===== config.mk =====
export PLATFORM = sky130hd
export DESIGN_NAME = pipe_stage_reg
export DESIGN_NICKNAME = d
export VERILOG_FILES = /design/src/rtl/pipe_stage_reg.sv
export SDC_FILE = /design/constraint.sdc
export NUM_CORES = 1
export LEC_CHECK = 0
export BUFFER_PORTS_ARGS = -buffer_cell sky130_fd_sc_hd__buf_2
export CAP_MARGIN = 20
export CORE_MARGIN = 10
export CORE_UTILIZATION = 44
export CTS_CLUSTER_SIZE = 12
export DETAILED_ROUTE_END_ITERATION = 6
export PLACE_DENSITY = 0.79
export SYNTH_ARGS = -nofsm -noshare
export SYNTH_HDL_FRONTEND = slang
export SYNTH_SLANG_ARGS = --single-unit
export TNS_END_PERCENT = 50

===== constraint.sdc =====
create_clock -name clk -period 1.53 [get_ports clk]
set_input_delay 0.2295 -clock clk [delete_from_list [all_inputs] [get_ports clk]]
set_output_delay 0.2295 -clock clk [all_outputs]
set_load 0.03 [all_outputs]

===== src/rtl/pipe_stage_reg.sv =====
// Elastic pipeline register between CPU stages: instruction + PC with valid/ready, flush and bubbles.
// Define PIPE_SKID_BUFFER_EN to add a second (skid) entry and a fully registered in_ready_o.
module pipe_stage_reg #(
   parameter int                 INSTR_W   = 32,
   parameter int                 PC_W      = 32,
   parameter logic [INSTR_W-1:0] NOP_INSTR = '0,
   parameter logic [PC_W-1:0]    PC_RESET  = '0
) (
   input  logic               clk,
   input  logic               reset,
   input  logic               flush_i,
   input  logic               in_valid_i,
   output logic               in_ready_o,
   input  logic [INSTR_W-1:0] in_instr_i,
   input  logic [PC_W-1:0]    in_pc_i,
   output logic               out_valid_o,
   input  logic               out_ready_i,
   output logic [INSTR_W-1:0] out_instr_o,
   output logic [PC_W-1:0]    out_pc_o,
   output logic [1:0]         occupancy_o
);

   logic               mainValid_q, mainValid_d;
   logic [INSTR_W-1:0] mainInstr_q, mainInstr_d;
   logic [PC_W-1:0]    mainPc_q, mainPc_d;
   logic               inAccept;
   logic               outDrain;

   assign outDrain    = mainValid_q & out_ready_i;
   assign out_valid_o = mainValid_q;
   assign out_instr_o = mainInstr_q;
   assign out_pc_o    = mainPc_q;

`ifdef PIPE_SKID_BUFFER_EN

   logic               skidValid_q, skidValid_d;
   logic [INSTR_W-1:0] skidInstr_q, skidInstr_d;
   logic [PC_W-1:0]    skidPc_q, skidPc_d;
   logic               inReady_q, inReady_d;

   // inReady_q always mirrors ~skidValid_q, so an accept can never coincide with a full skid
   assign in_ready_o  = inReady_q;
   assign inAccept    = in_valid_i & inReady_q;
   assign occupancy_o = {1'b0, mainValid_q} + {1'b0, skidValid_q};

   always_comb begin
      mainValid_d = mainValid_q;
      mainInstr_d = mainInstr_q;
      mainPc_d    = mainPc_q;
      skidValid_d = skidValid_q;
      skidInstr_d = skidInstr_q;
      skidPc_d    = skidPc_q;
      if (flush_i) begin
         mainValid_d = 1'b0;
         mainInstr_d = NOP_INSTR;
         skidValid_d = 1'b0;
      end else if (!mainValid_q) begin
         if (inAccept) begin
            mainValid_d = 1'b1;
            mainInstr_d = in_instr_i;
            mainPc_d    = in_pc_i;
         end
      end else if (outDrain) begin
         if (skidValid_q) begin
            mainInstr_d = skidInstr_q;
            mainPc_d    = skidPc_q;
            skidValid_d = 1'b0;
         end else if (inAccept) begin
            mainInstr_d = in_instr_i;
            mainPc_d    = in_pc_i;
         end else begin
            mainValid_d = 1'b0;
            mainInstr_d = NOP_INSTR;
         end
      end else if (inAccept) begin
         skidValid_d = 1'b1;
         skidInstr_d = in_instr_i;
         skidPc_d    = in_pc_i;
      end
      inReady_d = ~skidValid_d;
   end

   always_ff @(posedge clk) begin
      if (reset) begin
         mainValid_q <= 1'b0;
         mainInstr_q <= NOP_INSTR;
         mainPc_q    <= PC_RESET;
         skidValid_q <= 1'b0;
         skidInstr_q <= NOP_INSTR;
         skidPc_q    <= PC_RESET;
         inReady_q   <= 1'b1;
      end else begin
         mainValid_q <= mainValid_d;
         mainInstr_q <= mainInstr_d;
         mainPc_q    <= mainPc_d;
         skidValid_q <= skidValid_d;
         skidInstr_q <= skidInstr_d;
         skidPc_q    <= skidPc_d;
         inReady_q   <= inReady_d;
      end
   end

`else

   // Ready passes straight through from downstream so accept and drain can share a cycle
   assign in_ready_o  = ~mainValid_q | out_ready_i;
   assign inAccept    = in_valid_i & in_ready_o;
   assign occupancy_o = {1'b0, mainValid_q};

   always_comb begin
      mainValid_d = mainValid_q;
      mainInstr_d = mainInstr_q;
      mainPc_d    = mainPc_q;
      if (flush_i) begin
         mainValid_d = 1'b0;
         mainInstr_d = NOP_INSTR;
      end else if (inAccept) begin
         mainValid_d = 1'b1;
         mainInstr_d = in_instr_i;
         mainPc_d    = in_pc_i;
      end else if (outDrain) begin
         mainValid_d = 1'b0;
         mainInstr_d = NOP_INSTR;
      end
   end

   always_ff @(posedge clk) begin
      if (reset) begin
         mainValid_q <= 1'b0;
         mainInstr_q <= NOP_INSTR;
         mainPc_q    <= PC_RESET;
      end else begin
         mainValid_q <= mainValid_d;
         mainInstr_q <= mainInstr_d;
         mainPc_q    <= mainPc_d;
      end
   end

`endif

endmodule


==> flow_summary.ini, run 1 <==
[cts]
clkSlewWorstSetupHoldPaths_ns = 0.07
clkSinkCount = 65
clock-root-buffer = clkbuf_8
holdBufCountCts = 0
cts_made_buffers = 9
clkLatencyLatePin_ns = 0.33
post_cts_resize_count = 0
clockBufferDepth = 2
post_cts_buffers = 0
cts_tree = yes
htreeDepth = 3

[setup_path]
endpoint_kind = flop
path_buf_inv = 1
required_ns = 1.75
cp.arrival_ns = 1.59
critPathKind = flop to flop
critPathMaxStageDelay_ns = 0.36
critPathLaunchType = flop
crit_family = simple AND/OR/NAND/NOR gates
worstPathMaxFanout = 32
slowest_stage = dfxtp_1
path_cells = nor2b_4 > and3b_1 > buf_4 > a22o_1

[timing]
slew_violations = 0
fin_skew_ns = 0.01127
min_period_ns = 1.372
finalSetupViolCount = 0
finalSetupTns_ns = 0
fmax_mhz = 728.8
finalHoldViolations = 0
rsz0062_at_grt = no
min_period_over_period_pct = 89.68

[flow_run]
max-cap-violations = 0

[logic_synthesis]
netlist_area_sq_um = 2502
syn-num-nets = 291
synth_area_per_cell_sq_um = 11.27
ys.warnings.count = 0
ys_seq_area_share_pct = 52.00
synth_cell_types = 15
ys_ff_latch = 65
synth_cells = 222

[pwr]
combPwrFrac_pct = 13.8
pwr-share-clk_pct = 38.3
p_leak_nw = 1.648
seqPwrFrac_pct = 47.9
swShare_pct = 25.35
power.switching_mw = 0.9538
p_int_mw = 2.808
powerDensity_nw_per_um2 = 1115
peakVddDrop_uv = 679.9

[drt]
vias = 2052
wire_per_inst_um = 15.30
drc = 0
post_drt_via_cell_ratio = 4.783
dr.first_iter.drc_count = 53
antenna_left = 0
drtPass1Iterations = 4
wirelength_mm = 6.563

[final_layout]
area_growth_pct = 34.80
final_cells = 429
mostFrequentLayoutCell = buf_2
final_nets = 421
layout_common_cells = buf_2 (135), dfxtp_1 (65), nand2b_1 (64)
fillers = 468
layout-drive-gt1-share_pct = 43.54

[min_path]
hp-class = input pin to flop

[grt]
grt_pass1_wl_mm = 9.887
grt.overflow.total = 0
grt.total_usage_pct = 13.77
antenna_found_initial = 1
grt_pass1_vias = 1972
grt_max_degree = 65

[floorplan]
start_util_pct = 45.44
io_pins = 137
die_y_um = 95.42
die_w_um = 95.42
core_sq_um = 5507
rows = 27
die_area_sq_um = 9104

[status]
outcome = finished, final reports clean

[placed_design]
dp_hpwl_mm = 4.899
port_buffers = 135
globalplace.congestion = 0.7323
dp_cells = 413
## path summary, 6_finish.rpt
path | startpoint | end | slack [ns] | cells after the start
max | out_valid_o | out_instr_o[16] | 0.16 | 4
min | in_instr_i[4] | out_instr_o[4] | 0.11 | 2
max reg2reg | out_valid_o | out_instr_o[16] | 0.16 | 4
min reg2reg | out_instr_o[26] | out_instr_o[26] | 0.47 | 1
## stage by stage
stage               hold slack [ns]  total power, mW  area (sq um)  setup WS [ns]  utilization, %
floorplan                    0.3534            2.181          2502        0.01664               -
global placement             0.4449            2.353          3176         0.2290           57.67
detailed placement           0.4501            2.364          3176         0.1556           57.67
CTS                         0.09782            3.817          3371         0.1503           61.21
global route                0.08374            3.938          3373        0.08308           61.26
finish                       0.1114            3.762          3373         0.1579           61.26
## cells by family (layout without fill, tap and decap cells)
logic type / count (synthesis) / count (layout) / share of synthesized area, %
simple gates: 69 / 69 / 17.50
flops: 65 / 65 / 52.00
compound gates: 34 / 34 / 11.80
mux: 32 / 32 / 12.80
buf+inv: 21 / 155 / 5.750
other cells: 1 / 2 / 0.1499
## layer usage
metal  track usage [%]  vias up  routed length (um)
li1                  -     1012                   -
met1             16.76      933                2789
met2             19.32       96                2796
met3             8.013       11                 869
met4             5.897        0                 107
met5                 0        -                   0
## Yosys cell counts
cell      instances  share of area [%]
dfxtp_1          65                 52
nand2b_1         64                 16
a22o_1           32                 11
mux2i_1          32                 13
buf_6             7                3.2
clkbuf_1          7                1.1
buf_2             4               0.80
buf_4             2               0.60
nor2_1            2               0.30
o21a_1            2               0.60
and3b_1           1               0.35
conb_1            1               0.15
inv_1             1               0.15
nor2b_4           1               0.55
nor3b_1           1               0.30
## power groups by stage
stage	Combinational, mW	Clock (mW)	Sequential [mW]
floorplan	0.199	0	1.98
global placement	0.517	0	1.84
detailed placement	0.526	0	1.84
CTS	0.527	1.49	1.80
global route	0.561	1.57	1.81
finish	0.519	1.44	1.80
## area by class of cell
type                       instances  area (sq um)  area share [%]
tap                               72         90.09           2.671
inverter                           1         3.754          0.1113
sequential                        65          1301           38.58
timing repair buffer             139         718.2           21.29
clock buffer                      12         155.1           4.599
multi-input combinational        136          1062           31.49
antenna                            1         2.502         0.07418
clock inverter                     3         40.04           1.187
## sequential cells by signal, summed over array words and instances (netlist names)
signal	cells
out_instr_o	32
out_pc_o	32
out_valid_o	1
Note: power is estimated with default switching activity, not from simulation.
==> inputs of run 2 (changes only) <==
Settings changed: REMOVE_ABC_BUFFERS set to 1.
==> run 2 against run 1 <==
Final area up 0.30%. Combinational power is essentially flat. First-iteration DRC count down 17%. Non-clock buffer count unchanged. Die area did not move. Setup slack lost 0.029 ns. Critical endpoint is now out_pc_o[29]. Largest cell class unchanged.
==> flow_summary.ini, run 2 (synthesized netlist as in run 1, its figures left out) <==
[cts]
cts_tree = yes
post_cts_resize_count = 0
post_cts_buffers = 0
cts_made_buffers = 9
clockBufferDepth = 2
clkSlewWorstSetupHoldPaths_ns = 0.07
holdBufCountCts = 0
clkLatencyLatePin_ns = 0.33
clock-root-buffer = clkbuf_8
htreeDepth = 3
clkSinkCount = 65

[final_layout]
multi_input_area_sq_um = 1062
mostFrequentLayoutCell = buf_2
antennaDiodeCount = 0
area_growth_pct = 35.20
register_area_sq_um = 1301
final_nets = 421
fin_area_sq_um = 3383
fin_util_pct = 61.44
layout_common_cells = buf_2 (135), dfxtp_1 (65), nand2b_1 (64)
fillers = 469
layout-drive-gt1-share_pct = 43.42

[placed_design]
port_buffers = 135
dp_slack_ns = 0.1420
globalplace.congestion = 0.7360
dpl_cell_area_sq_um = 3176
dp_hpwl_mm = 5.083

[setup_path]
required_ns = 1.77
endpoint_kind = flop
critPathLaunchType = flop
cp.arrival_ns = 1.64
critPathKind = flop to flop
worstPathMaxFanout = 31

[timing]
rsz0062_at_grt = no
worst_slack_ns = 0.1293
finalSetupTns_ns = 0
slew_violations = 0
fmax_mhz = 713.9
finalSetupViolCount = 0
finalHoldViolations = 0
min_period_over_period_pct = 91.55
whs_ns = 0.1146
min_period_ns = 1.401
fin_skew_ns = 0.006011

[floorplan]
start_util_pct = 45.44
die_area_sq_um = 9104
die_w_um = 95.42
die_y_um = 95.42
core_sq_um = 5507
io_pins = 137
rows = 27

[drt]
antenna_left = 0
wire_per_inst_um = 15.85
drtPass1Iterations = 4
wirelength_mm = 6.798
vias = 2061
drc = 0
post_drt_via_cell_ratio = 4.804
dr.first_iter.drc_count = 44

[pwr]
p_leak_nw = 1.653
powerDensity_nw_per_um2 = 1127
peakVddDrop_uv = 560.6

[grt]
grt_pass1_wl_mm = 10.53
grt.total_usage_pct = 14.55
grt.overflow.total = 0
grt_pass1_vias = 2175
grt_max_degree = 58
antenna_found_initial = 0

[status]
outcome = finished, final reports clean

[flow_run]
max-cap-violations = 0

[min_path]
hp-class = input pin to flop
run 2: cell count changes in the layout (fill, tap and decap cells not counted), sizes merged:
| cell | previous run | this run |
|---|---|---|
| clkbuf | 12 | 14 |
| clkinv | 2 | 1 |
| diode | 1 | 0 |
run 2: metal layers:
metal  vias to the layer above  global-route usage (%)  share of wire (%)
met1                       935                   16.95                 43
met5                         -                       0                  0
met4                         0                   6.634                1.4
met3                         8                   9.348                 15
li1                       1011                       -                  -
met2                       107                   20.51                 41
run 2: through the flow:
step | instances | total power [mW]
global route | 429 | 3.960
finish | 429 | 3.814
detailed placement | 413 | 2.368
global placement | 413 | 2.356
CTS | 429 | 3.852
floorplan | 202 | 2.153
run 2: area by class of cell:
class	instances	area share, %
clock inverters	2	1.036
well taps	72	2.663
inverters	1	0.1109
repair buffers	139	21.23
clock buffers	14	5.104
flip-flops and latches	65	38.46
multi-input cells	136	31.40
run 2: worst max-delay path: stages, from the launching register on:
cell and delay (ns):
dfxtp_1 0.33, nor2b_4 0.15, nor3b_2 0.29, buf_12 0.27
mux2i_1 0.24
run 2: final timing paths:
path	slack, ns	cells past startpoint	endpoint	startpoint
max	0.13	4	out_pc_o[29]	out_valid_o
min reg2reg	0.47	2	out_pc_o[17]	out_pc_o[17]
max reg2reg	0.13	4	out_pc_o[29]	out_valid_o
min	0.11	2	out_instr_o[6]	in_instr_i[6]
run 2: power breakdown:
part | internal, mW | switching (mW) | total, mW
Clock | 0.886 | 0.603 | 1.49
Combinational | 0.215 | 0.307 | 0.522
Sequential | 1.77 | 0.0378 | 1.80
Total | 2.87 | 0.948 | 3.81
